**config.mk**
```make
export PLATFORM = sky130hd
export DESIGN_NAME = ntt_rom_sequencer
export DESIGN_NICKNAME = d
export VERILOG_FILES = /design/src/rtl/ntt_pkg.sv /design/src/rtl/ntt_op_skid_buf.sv /design/src/rtl/ntt_rom_sequencer.sv
export SDC_FILE = /design/constraint.sdc
export NUM_CORES = 1
export LEC_CHECK = 0
export BUFFER_PORTS_ARGS = -buffer_cell sky130_fd_sc_hd__buf_2
export CAP_MARGIN = 20
export CELL_PAD_IN_SITES_DETAIL_PLACEMENT = 0
export CELL_PAD_IN_SITES_GLOBAL_PLACEMENT = 1
export CORE_MARGIN = 4
export CORE_UTILIZATION = 50
export CTS_BUF_LIST = sky130_fd_sc_hd__clkbuf_4 sky130_fd_sc_hd__clkbuf_8
export CTS_CLUSTER_DIAMETER = 60
export DETAILED_ROUTE_END_ITERATION = 16
export PLACE_DENSITY = 0.95
export SLEW_MARGIN = 5
export SYNTH_ARGS = -nofsm -noshare
export SYNTH_HDL_FRONTEND = slang
export SYNTH_SLANG_ARGS = --single-unit
```
**constraint.sdc**
```tcl
create_clock -name clk -period 10.2 [get_ports clk]
set_input_delay 1.53 -clock clk [delete_from_list [all_inputs] [get_ports clk]]
set_output_delay 1.53 -clock clk [all_outputs]
set_load 0.02 [all_outputs]
```
**src/rtl/ntt_pkg.sv**
```systemverilog
// Shared definitions for the NTT butterfly-schedule sequencer: ROM word
// layout, sequencer states and the decoded operation record.
package ntt_pkg;

    localparam int ROM_W      = 64;
    localparam int OP_ENTRY_W = ROM_W + 1;   // ROM word plus the last-op flag

    // ROM word field layout
    localparam int AUX_CONST_LSB = 48;
    localparam int AUX_CONST_W   = 16;
    localparam int AUX_IDX0_LSB  = 40;
    localparam int AUX_IDX0_W    = 8;
    localparam int AUX_IDX1_LSB  = 32;
    localparam int AUX_IDX1_W    = 8;
    localparam int TWIDDLE_LSB   = 16;
    localparam int TWIDDLE_W     = 16;
    localparam int IDX_A_LSB     = 8;
    localparam int IDX_A_W       = 8;
    localparam int IDX_B_LSB     = 0;
    localparam int IDX_B_W       = 8;

    typedef enum logic [1:0] {
        IDLE  = 2'd0,
        RUN   = 2'd1,
        DRAIN = 2'd2,
        DONE  = 2'd3
    } seq_state_e;

    typedef struct packed {
        logic [AUX_CONST_W-1:0] aux_const;
        logic [AUX_IDX0_W-1:0]  aux_idx0;
        logic [AUX_IDX1_W-1:0]  aux_idx1;
        logic [TWIDDLE_W-1:0]   twiddle;
        logic [IDX_A_W-1:0]     idx_a;
        logic [IDX_B_W-1:0]     idx_b;
    } bf_op_t;

    // Split a raw schedule word into its butterfly fields.
    function automatic bf_op_t decode_op(input logic [ROM_W-1:0] word);
        bf_op_t op;
        op.aux_const = word[AUX_CONST_LSB +: AUX_CONST_W];
        op.aux_idx0  = word[AUX_IDX0_LSB  +: AUX_IDX0_W];
        op.aux_idx1  = word[AUX_IDX1_LSB  +: AUX_IDX1_W];
        op.twiddle   = word[TWIDDLE_LSB   +: TWIDDLE_W];
        op.idx_a     = word[IDX_A_LSB     +: IDX_A_W];
        op.idx_b     = word[IDX_B_LSB     +: IDX_B_W];
        return op;
    endfunction

endpackage

```
**src/rtl/ntt_op_skid_buf.sv**
```systemverilog
// Two-entry FIFO holding fetched schedule words (plus last flag) so the
// sequencer can absorb butterfly back-pressure without losing ROM reads.
module ntt_op_skid_buf
    import ntt_pkg::*;
(
    input  logic                  clk,
    input  logic                  srst,
    input  logic                  push_i,
    input  logic [OP_ENTRY_W-1:0] push_data_i,
    input  logic                  pop_i,
    output logic [OP_ENTRY_W-1:0] head_o,
    output logic [1:0]            count_o
);

    logic [OP_ENTRY_W-1:0] mem_q [0:1];
    logic                  wr_ptr_q, wr_ptr_d;
    logic                  rd_ptr_q, rd_ptr_d;
    logic [1:0]            count_q, count_d;
    logic                  push_ok;
    logic                  pop_ok;

    // Qualify push/pop against occupancy and compute next pointers/count.
    always_comb begin
        // NOTE: every combinational output gets a default first, so no path leaves it unassigned and no latch is inferred.
        pop_ok   = pop_i && (count_q != 2'd0);
        push_ok  = push_i && ((count_q != 2'd2) || pop_ok);
        wr_ptr_d = wr_ptr_q;
        rd_ptr_d = rd_ptr_q;
        count_d  = count_q;
        if (push_ok) begin
            wr_ptr_d = ~wr_ptr_q;
        end
        if (pop_ok) begin
            rd_ptr_d = ~rd_ptr_q;
        end
        count_d = count_q + {1'b0, push_ok} - {1'b0, pop_ok};
    end

    // Storage, pointers and occupancy; reset empties the buffer.
    always_ff @(posedge clk) begin
        if (srst) begin
            // NOTE: the two data entries are reset as well, because the head drives module outputs that must read 0 out of reset.
            mem_q[0] <= '0;
            mem_q[1] <= '0;
            wr_ptr_q <= 1'b0;
            rd_ptr_q <= 1'b0;
            count_q  <= 2'd0;
        end else begin
            // NOTE: non-blocking assignments so every register here samples the pre-edge values.
            if (push_ok) begin
                mem_q[wr_ptr_q] <= push_data_i;
            end
            wr_ptr_q <= wr_ptr_d;
            rd_ptr_q <= rd_ptr_d;
            count_q  <= count_d;
        end
    end

    assign head_o  = mem_q[rd_ptr_q];
    assign count_o = count_q;

endmodule

```
**src/rtl/ntt_rom_sequencer.sv**
```systemverilog
// Walks the butterfly-schedule ROM from entry 0 to NUM_OPS-1 and hands each
// decoded operation to the butterfly unit over a valid/ready handshake.
// Reads are issued on credit so the 2-entry buffer can never overflow.
module ntt_rom_sequencer
    import ntt_pkg::*;
#(
    parameter int NUM_OPS   = 128,
    parameter int ADDR_W    = 7,
    parameter int BUF_DEPTH = 2
) (
    input  logic              clk,
    input  logic              srst,
    input  logic              start,
    output logic              busy,
    output logic              done,
    output logic [ADDR_W-1:0] rom_addr,
    input  logic [ROM_W-1:0]  rom_dout,
    output logic              bf_valid,
    input  logic              bf_ready,
    output logic [7:0]        bf_idx_a,
    output logic [7:0]        bf_idx_b,
    output logic [15:0]       bf_twiddle,
    output logic [7:0]        bf_aux_idx0,
    output logic [7:0]        bf_aux_idx1,
    output logic [15:0]       bf_aux_const,
    output logic              bf_last
);

    // One extra bit so a full 128-entry pass counts to 128 without wrapping.
    localparam int                CNT_W    = ADDR_W + 1;
    localparam logic [CNT_W-1:0]  LAST_IDX = CNT_W'(NUM_OPS - 1);
    localparam logic [CNT_W-1:0]  OPS_CNT  = CNT_W'(NUM_OPS);

    seq_state_e             state_q, state_d;
    logic [CNT_W-1:0]       issue_cnt_q, issue_cnt_d;
    logic [CNT_W-1:0]       accept_cnt_q, accept_cnt_d;
    logic                   inflight_q, inflight_d;
    logic                   inflight_last_q, inflight_last_d;

    logic                   issue;
    logic                   pop;
    logic                   credit_ok;
    logic [2:0]             credit_use;
    logic [1:0]             buf_count;
    logic [OP_ENTRY_W-1:0]  head;
    bf_op_t                 head_op;

    assign pop        = bf_valid && bf_ready;
    // Words already committed to the buffer once this cycle's pop is taken.
    assign credit_use = {1'b0, buf_count} + {2'b0, inflight_q} - {2'b0, pop};
    assign credit_ok  = credit_use < 3'(BUF_DEPTH);

    // Next-state, issue decision and counter updates.
    always_comb begin
        state_d         = state_q;
        issue_cnt_d     = issue_cnt_q;
        accept_cnt_d    = accept_cnt_q + CNT_W'(pop);
        issue           = 1'b0;
        unique case (state_q)
            IDLE: begin
                if (start) begin
                    state_d      = RUN;
                    issue_cnt_d  = '0;
                    accept_cnt_d = '0;
                end
            end
            RUN: begin
                issue = credit_ok;
                if (issue) begin
                    issue_cnt_d = issue_cnt_q + 1'b1;
                    if (issue_cnt_q == LAST_IDX) begin
                        state_d = DRAIN;
                    end
                end
            end
            DRAIN: begin
                // Move on in the same cycle the final operation is taken.
                if (accept_cnt_d == OPS_CNT) begin
                    state_d = DONE;
                end
            end
            DONE: begin
                state_d = IDLE;
            end
            default: begin
                state_d = IDLE;
            end
        endcase
        inflight_d      = issue;
        inflight_last_d = issue && (issue_cnt_q == LAST_IDX);
    end

    // Sequencer registers; srst abandons the pass and any in-flight read.
    always_ff @(posedge clk) begin
        if (srst) begin
            state_q         <= IDLE;
            issue_cnt_q     <= '0;
            accept_cnt_q    <= '0;
            inflight_q      <= 1'b0;
            inflight_last_q <= 1'b0;
        end else begin
            state_q         <= state_d;
            issue_cnt_q     <= issue_cnt_d;
            accept_cnt_q    <= accept_cnt_d;
            inflight_q      <= inflight_d;
            inflight_last_q <= inflight_last_d;
        end
    end

    // The ROM answers one cycle after the read, so capture on inflight_q.
    ntt_op_skid_buf u_buf (
        .clk         (clk),
        .srst        (srst),
        .push_i      (inflight_q),
        .push_data_i ({inflight_last_q, rom_dout}),
        .pop_i       (pop),
        .head_o      (head),
        .count_o     (buf_count)
    );

    assign head_op      = decode_op(head[ROM_W-1:0]);

    assign busy         = (state_q == RUN) || (state_q == DRAIN);
    assign done         = (state_q == DONE);
    assign rom_addr     = issue_cnt_q[ADDR_W-1:0];
    assign bf_valid     = (buf_count != 2'd0);
    assign bf_idx_a     = head_op.idx_a;
    assign bf_idx_b     = head_op.idx_b;
    assign bf_twiddle   = head_op.twiddle;
    assign bf_aux_idx0  = head_op.aux_idx0;
    assign bf_aux_idx1  = head_op.aux_idx1;
    assign bf_aux_const = head_op.aux_const;
    assign bf_last      = head[ROM_W];

endmodule

```
After elaboration in Yosys (flattened, before gate mapping)
Memory sizes are Yosys's and may differ from the RTL's. A register that Yosys moved wholly into a read port is not among the register bits.
Cells that the tools add are included.
{"block": "classes", "addsub": 6, "n_lt_le_gt_ge": 1, "n_eq_ne": 10, "mux": 21, "bitwise": 2, "reduce_logical": 12}
{"op": "2-to-1 mux 65 bit", "n": 1}
{"op": "OR reduction 65 bit", "n": 1}
{"op": "2-to-1 mux 8 bit", "n": 4}
{"op": "case mux 8 bit (2 select lines)", "n": 1}
{"op": "2-to-1 mux 1 bit", "n": 10}
{"op": "inequality test 2 bit, second input constant", "n": 5}
{"op": "adder 8 x 1 -> 8 bit", "n": 1}
{"op": "adder 8 x 1 -> 8 bit, second input constant", "n": 1}
{"op": "equality test 8 x 7 -> 1 bit, second input constant", "n": 1}
{"op": "equality test 8 bit, second input constant", "n": 1}
{"op": "2-to-1 mux 2 bit", "n": 4}
{"op": "case mux 2 bit (4 select lines)", "n": 1}
{"op": "equality test 2 bit, second input constant", "n": 2}
{"op": "logical AND 1 bit", "n": 4}
{"op": "AND reduction 4 bit", "n": 1}
{"op": "nonzero test 2 bit", "n": 2}
{"op": "adder 2 x 1 -> 3 bit", "n": 1}
{"op": "less-than comparator 3 x 2 -> 1 bit, second input constant", "n": 1}
{"op": "AND reduction 3 bit", "n": 1}
{"op": "subtractor 3 x 1 -> 3 bit", "n": 1}
{"op": "adder 2 x 1 -> 2 bit", "n": 1}
{"op": "equality test 2 x 1 -> 1 bit, second input constant", "n": 1}
{"op": "logical NOT 2 bit", "n": 1}
{"op": "logical OR 1 bit", "n": 2}
{"op": "2 further kinds", "n": 3}
{"block": "totals", "ff_bits": 24, "mem_bits_rw": 130, "inputBits": 68, "out_inout_bits": 75, "elab_cells": 61, "memories": 1}
{"name": "u_buf.mem_q", "depth": 2, "word_bits": 65, "rd": 1, "rd_ports_with_merged_regs": 1, "wr": 2, "line": "ntt_op_skid_buf.sv:15", "text": "logic [OP_ENTRY_W-1:0] mem_q [0:1];"}

Longest topological paths before layout
Gate-level depths: netlist of run 1.
{"block": "depth", "depth_word": 10, "ltp_mapped": 12, "ltp_nobuf": 11}

Modules after synthesis
A second synthesis of run 1 with hierarchy kept.
{"block": "unflattened", "cells_unflattened": 504, "area_unflattened_um2": 7068.0}
{"mod": "ntt_op_skid_buf", "n_inst": 1, "cells_per_inst": 371, "area_per_inst_um2": 5869.4, "seq_area_each_um2": 4003.8}
{"mod": "ntt_rom_sequencer", "n_inst": 1, "cells_per_inst": 133, "area_per_inst_um2": 1198.6, "seq_area_each_um2": 400.4}

Worst setup path before layout of run 1
No wires, ideal clock.
{"block": "synth_path", "path_kind": "input to register", "startpoint": "in bf_ready", "endpoint": "mem u_buf.mem_q[0][0] (netlist name), enable pin", "setup_time_ps": 502, "t_arrival_ps": 4712, "required_time_ps": 9698, "path_slack_ps": 4987, "cell_stages": 2, "n_path_buf": 0, "path_cell_list": "o21ai_1 > o21bai_1"}
{"element": "start: declaration", "line": "ntt_rom_sequencer.sv:19", "text": "input logic bf_ready,"}
{"element": "end: declaration", "line": "ntt_op_skid_buf.sv:15"}

Worst setup path in the final report of run 1
{"block": "layout_path", "startpoint": "in bf_ready", "endpoint": "reg issue_cnt_q[7]"}
{"block": "layout_via", "elab_chain_len": 5}
{"element": "logical AND 1 bit", "line": "ntt_rom_sequencer.sv:48", "text": "assign pop = bf_valid && bf_ready;"}
{"element": "subtractor 3 x 1 -> 3 bit", "line": "ntt_rom_sequencer.sv:50", "text": "assign credit_use = {1'b0, buf_count} + {2'b0, inflight_q} - {2'b0, pop};"}
{"element": "less-than comparator 3 x 2 -> 1 bit", "line": "ntt_rom_sequencer.sv:51", "text": "assign credit_ok = credit_use < 3'(BUF_DEPTH);"}
{"element": "inequality test 2 bit (no line)"}
{"element": "AND reduction 3 bit (no line)"}
{"element": "end signal: assignment", "line": "ntt_rom_sequencer.sv:103", "text": "issue_cnt_q <= issue_cnt_d;"}
{"element": "end: declaration", "line": "ntt_rom_sequencer.sv:35", "text": "logic [CNT_W-1:0] issue_cnt_q, issue_cnt_d;"}
Every way passes these cells.
A chain may end at the register's enable or synchronous reset.

==> qor.txt, run 1 <==
status - complete, no violations
grt ovf - 0
postcts setup bufs - 0
synth warn - 0
Buf/Inv on CP - 2
asr flop ratio synth - 0%
internal power component - 1.236 mW
top cell type's share of synthesized area - 56.13%
unrepaired setup endpoints after global routing - no
CP Cell Sequence - buf_2 -> and2_1 -> ha_1 -> inv_1 -> nand2_1 -> fa_1 -> xor2_1 -> a2111oi_4 -> nand3_1 -> or3_1 -> a21oi_1
Slew HR - 36.01%
fin crit period - 3.712 ns
flops & latches, synth - 155
Synth top cells by count - and2_1 (132), edfxtp_1 (130), mux2_2 (66)
Chip Width - 125.9 um
vias per cell - 5.212
IO Pins - 143
Synth cell types - 42
dominant synthesized flop cell - edfxtp_1
hold depth - 1
drt first pass iters - 4
r2r startpoint - u_buf.count_o[1]
CTS HTree Levels - 4
FF-to-FF setup slack - 6.90 ns
register area share after synthesis - 63.32%
switch share - 33.67%
row count - 42
DRT antenna net count - 0
Syn Inst Count - 507
die area - 0.01586 mm2
Max Fclk - 0.2694 GHz
Critical Path Stages - 11
syn nets - 585
Core ar. - 0.01345 mm2
Critical Path Source Type - input pin
Post-synth EDFFs - 130
Clock power frac - 22.1%
DR DRC count - 0
global-route usage over all layers - 17.80%
largest family of logic cells by synthesized area - simple AND/OR/NAND/NOR gates
LEAKAGE - 3.383 nW
drt wl/cell - 16.85 um
nets - 718
leading area contributor after synthesis - edfxtp_1
Worst path top cell family by delay - compound AO/OA/AOI/OAI gates
Least-Margin Pin Slew - 0.9598 ns
CP max FO - 8
Num CTS Buffers - 17
multiplexer share of the synthesized area - 10.83%
largest vdd supply drop - 126.9 uV
skew final - 0.006502 ns
critical path endpoint category - flip-flop
Setup CP Type - input pin to flip-flop
Worst-path clk slew - 0.08 ns
Synth Area in Simple Gates - 16.50%
power share of the combinational group - 31.8%
Iteration-0 DRC Markers - 367
largest cells by area after synthesis - edfxtp_1 (56%), and2_1 (12%), mux2_2 (11%)
Adder-Cell Fraction of Synth Area - 1.907%
Avg Inst Size Synth - 13.72 um2
Worst Slack Setup Final - 6.488 ns
Max clock buf depth - 2
Clk Latency, worst-skew pair - 0.44 ns
Worst Path Required - 10.57 ns
final cell count without fillers - 829
area grow syn2layout - 16.93%
peak per-stage delay on the critical path - 0.62 ns
global-route wire length before repair - 22400 um
vias in the first global route - 4626
final setup violating endpoints - 0
Flop pwr share - 46.1%
antenna violations before repair - 0
root buf cell - clkbuf_8
most frequent cell after synthesis - and2_1
Post-CTS Resized - 0
sum of negative setup slack - 0 ns
switching power - 627.4 uW
area of the multi-input gates - 0.002391 mm2
R2R depth - 11
GPL Wtd Cong - 0.7892
compound-cell area share of the yosys netlist - 2.788%
hold violation count in the final report - 0
initial core utilization - 51.70%
dpl cells - 797
Post-Syn Area - 0.006955 mm2
placed wire-length estimate - 9070 um
Post-Route WL - 13970 um
total power draw - 1.863 mW
hold_sp - issue_cnt_q[7]
layout cells sized above 1 - 38.28%
Port-buffer cells - 142
Slew Limit Fails - 0
Cell Pwr Density - 229.1 mW/mm2
cell at the slowest stage of the critical path - a2111oi_4
FF/Latch Area - 0.004408 mm2
TritonCTS Sinks - 155
Synth Area in XOR/XNOR - 2.015%
filler instances - 1081
Vias - 4321
Final Cycle Share - 36.39%
CTS tree - yes
Die Height - 125.9 um
Worst Path Arrival - 4.09 ns
pre-CTS WS - 6.066 ns
hold buffers post-CTS - 0
Endpoint, Worst Hold - inflight_last_q
HP Class - flip-flop to flip-flop
Antenna diodes - 0
max-cap viol count - 0
end of the worst register-to-register path - issue_cnt_q[7]
largest net degree at the start of global routing - 66
## sequential cells by signal (all words and copies together), names as in the netlist, named ones only
name	flops
accept_cnt_q	8
inflight_last_q	1
inflight_q	1
issue_cnt_q	8
state_q	2
u_buf.count_o	2
u_buf.mem_q	130
u_buf.rd_ptr_q	1
u_buf.wr_ptr_q	1
## metal layers
| metal | track usage, % | routed length [um] | vias to the layer above |
|---|---|---|---|
| li1 | - | - | 2043 |
| met1 | 21.49 | 5804 | 2119 |
| met2 | 30.77 | 7025 | 143 |
| met3 | 5.207 | 941 | 16 |
| met4 | 5.741 | 195 | 0 |
| met5 | 0 | 0 | - |
## power groups by stage
stage                     Sequential (mW)  Clock (mW)  Combinational, mW
after floorplan                     0.826           0              0.461
final                               0.860       0.411              0.592
after detailed placement            0.877           0              0.596
after global placement              0.869           0              0.583
after CTS                           0.863       0.419              0.600
after global routing                0.874       0.451              0.639
## logic make-up (layout without fill, tap and decap cells)
logic type                 Yosys count  count (layout)
and+or+nand+nor                    196             196
DFF                                155             155
muxes                               67              67
buffers and inverters               40             186
AOI/OAI and AO/OA                   23              23
xor gates and xnor gates            16              16
adders and majority gates           10              10
## placed cells by master, fill, tap and decap left out, drive strengths merged, types with 3 or more instances in the layout
| master | Yosys | final |
|---|---|---|
| buf | 8 | 146 |
| and2 | 132 | 132 |
| edfxtp | 130 | 130 |
| mux2 | 66 | 66 |
| dfxtp | 25 | 25 |
| nor2 | 22 | 22 |
| clkbuf | 24 | 21 |
| xor2 | 13 | 13 |
| nand2 | 11 | 11 |
| ha | 9 | 9 |
| clkinv | 0 | 9 |
| inv | 8 | 8 |
| nor2b | 5 | 5 |
| nand3 | 4 | 4 |
| a21oi | 4 | 4 |
| nand4 | 4 | 4 |
| and3 | 3 | 3 |
| o21a | 3 | 3 |
| xnor2 | 3 | 3 |
| nand2b | 3 | 3 |
| nor3b | 3 | 3 |
| nor3 | 3 | 3 |
## worst max-delay path by stage
stage              from                end  slack, ns
5_1_grt        bf_ready     issue_cnt_q[7]       6.39
2_1_floorplan  bf_ready  u_buf.mem_q[0][0]       4.99
3_3_place_gp   bf_ready     issue_cnt_q[7]       6.17
3_5_place_dp   bf_ready     issue_cnt_q[7]       6.07
4_1_cts        bf_ready     issue_cnt_q[7]       6.54
6_report       bf_ready     issue_cnt_q[7]       6.49
## metrics by stage
| step | area (um2) | hold WS (ns) | utilization [%] |
|---|---|---|---|
| 6_report | 8133 | 0.4709 | 60.45 |
| 3_5_place_dp | 7790 | 0.4551 | 57.91 |
| 4_1_cts | 8133 | 0.4722 | 60.45 |
| 2_1_floorplan | 6955 | 0.4321 | - |
| 3_3_place_gp | 7782 | 0.4644 | 57.85 |
| 5_1_grt | 8133 | 0.4904 | 60.45 |
## final cells by class
type / instances / share of cell area [%]
inverter: 8 / 0.3692
clock buffer: 21 / 3.246
tap: 176 / 2.708
timing repair buffer: 146 / 9.108
clock inverter: 11 / 0.9692
sequential: 155 / 54.20
multi-input combinational: 312 / 29.40
Note: power is estimated with default switching activity, not from simulation.
==> inputs of run 2 (changes only) <==
ABC_AREA = 1   (was not set)
CORE_UTILIZATION = 40   (was 50)
PLACE_DENSITY = 0.89   (was 0.95)
clock period = 3.1 ns   (was 10.2 ns; I/O delays follow)
==> run 2 against run 1 <==
Sequential share of layout area down 0.54 points. Synthesized cell count grew 20%. Non-clock buffer count grew 1. Flip-flop and latch count unchanged. Critical path type is now flip-flop to flip-flop.
==> qor.txt, run 2 <==
drt first pass iters - 7
dominant synthesized flop cell - edfxtp_1
TritonCTS Sinks - 155
leading area contributor after synthesis - edfxtp_1
largest vdd supply drop - 405.7 uV
Chip Width - 139.2 um
register area share after synthesis - 63.92%
area grow syn2layout - 19.23%
drt wl/cell - 13.96 um
Post-synth EDFFs - 130
layout cells sized above 1 - 34.56%
CP max FO - 9
DR DRC count - 0
Max clock buf depth - 2
flops & latches, synth - 155
largest cells by area after synthesis - edfxtp_1 (57%), mux2_2 (11%), nor2_1 (8.1%)
Post-Syn Area - 0.006890 mm2
Antenna diodes - 0
hold violation count in the final report - 0
initial core utilization - 41.11%
Slew Limit Fails - 0
M1 GR Usage - 17.87%
max-cap viol count - 0
Worst Path Required - 3.41 ns
sum of negative setup slack - 0 ns
nets - 823
Synth cell types - 33
grt ovf - 0
Iteration-0 DRC Markers - 196
top cell type's share of synthesized area - 56.66%
Setup CP Type - flip-flop to flip-flop
status - complete, no violations
vias in the first global route - 4689
Num CTS Buffers - 17
Die Height - 139.2 um
Largest Register - u_buf.mem_q
commonest non-fill, non-tap cell in the layout - nor2_1
hold buffers post-CTS - 0
Avg Inst Size Synth - 11.31 um2
final instance area - 0.008215 mm2
Port-buffer cells - 142
Post-CTS Resized - 0
Vias - 4511
GPL Wtd Cong - 0.8061
CTS tree - yes
Worst Path Arrival - 2.95 ns
asr flop ratio synth - 0%
global-route usage over all layers - 14.58%
largest registers - u_buf.mem_q (130), accept_cnt_q (8), issue_cnt_q (8)
number of flip-flops in the largest register - 130
Final Cycle Share - 85.26%
Syn Inst Count - 609
unrepaired setup endpoints after global routing - no
Clk Latency, worst-skew pair - 0.44 ns
Worst-path clk slew - 0.08 ns
root buf cell - clkbuf_8
largest net degree at the start of global routing - 67
Post-Route WL - 13660 um
met2 Track Usage GR - 24.76%
most frequent cells in the layout - nor2_1 (148), buf_2 (142), edfxtp_1 (130), inv_1 (92), mux2_2 (65)
placed cell area - 0.007812 mm2
Critical Path Source Type - flip-flop
total power draw - 5.724 mW
vias per cell - 4.612
global-route wire length before repair - 22690 um
skew final - 0.01239 ns
Max Fclk - 0.3783 GHz
Least-Margin Pin Slew - 0.7619 ns
antenna violations before repair - 0
placed wire-length estimate - 8724 um
Core ar. - 0.01676 mm2
die area - 0.01939 mm2
DRT antenna net count - 0
Cell Pwr Density - 696.7 mW/mm2
IO Pins - 143
critical path endpoint category - flip-flop
Synth top cells by count - nor2_1 (148), edfxtp_1 (130), inv_1 (92)
most crowded layer after global routing - met2
synth warn - 0
syn nets - 687
Slew HR - 49.21%
postcts setup bufs - 0
CTS HTree Levels - 4
fin crit period - 2.643 ns
LEAKAGE - 3.699 nW
HP Class - input pin to flip-flop
row count - 47
final setup violating endpoints - 0
most frequent cell after synthesis - nor2_1
M3 GR Usage - 3.945%
[run 2: changes by cell type after synthesis, moves of 5 or more]
cell      before  now
and2_1       132    0
nor2b_1        5    0
nor2_1        22  148
clkbuf_1      24    7
xor2_1        13    1
a21oi_1        4   17
inv_1          8   92
nand3_1        4   10
nand2_1       11   45
buf_2          0   15
[run 2: final cells by class]
type                            count  area [um2]
Fill cell                        1544        8544
Sequential cell                   155        4408
Multi-Input combinational cell    329        1987
Timing Repair Buffer              147       785.8
Inverter                           95       356.6
Tap cell                          220       275.3
Clock buffer                       20       256.5
Clock inverter                     12       146.4
[run 2: kinds of logic after synthesis]
| group | count (synthesis) | share of synthesized area (%) |
|---|---|---|
| AO/OA/AOI/OAI | 27 | 2.161 |
| XOR/XNOR | 1 | 0.1271 |
| adder cells (fa/ha/maj) | 10 | 1.925 |
| buffers and inverters | 125 | 7.572 |
| flip-flops | 155 | 63.92 |
| multiplexers | 65 | 10.62 |
| AND/OR/NAND/NOR | 226 | 13.67 |
[run 2: metal layers]
metal  vias to the layer above  share of wire, %  wire length, um
li1                       2259                 -                -
met4                         0               1.6              225
met3                        17               6.2              850
met2                       129                50             6863
met1                      2106                42             5717
met5                         -                 0                0
[run 2: worst paths after layout]
check	slack (ns)	cells past startpoint	from	to
min reg2reg	0.45	1	u_buf.rd_ptr_q	u_buf.rd_ptr_q
max reg2reg	0.46	13	u_buf.count_o[1]	issue_cnt_q[5]
max	0.46	13	u_buf.count_o[1]	issue_cnt_q[5]
min	0.26	2	srst	issue_cnt_q[7]
[run 2: through the flow]
stage          instances  utilization (%)  worst slack, ns  hold WS [ns]
2_1_floorplan        609                -          0.06449        0.4255
3_3_place_gp         946            46.61           0.3838        0.4361
3_5_place_dp         946            46.61           0.3489        0.4367
4_1_cts              978            49.02           0.4473        0.2250
5_1_grt              978            49.02           0.2140        0.2350
6_report             978            49.02           0.4569        0.2599
[run 2: power breakdown]
group	total (mW)	switching (mW)	internal, mW
Combinational	1.57	0.971	0.603
Clock	1.54	0.723	0.816
Sequential	2.61	0.132	2.48
Total	5.72	1.83	3.90
[run 2: worst max-delay path, cell delays in order (launching register included)]
cell and delay [ns]:
dfxtp_1 0.49, nor2_2 0.09, nor2_4 0.20, ha_1 0.27
inv_1 0.07, nand2_1 0.06, fa_1 0.49, nand3_1 0.12
nand2_1 0.09, o21ai_2 0.09, nor2_4 0.17, nand2_1 0.12
nor3b_1 0.19, nor3_1 0.06
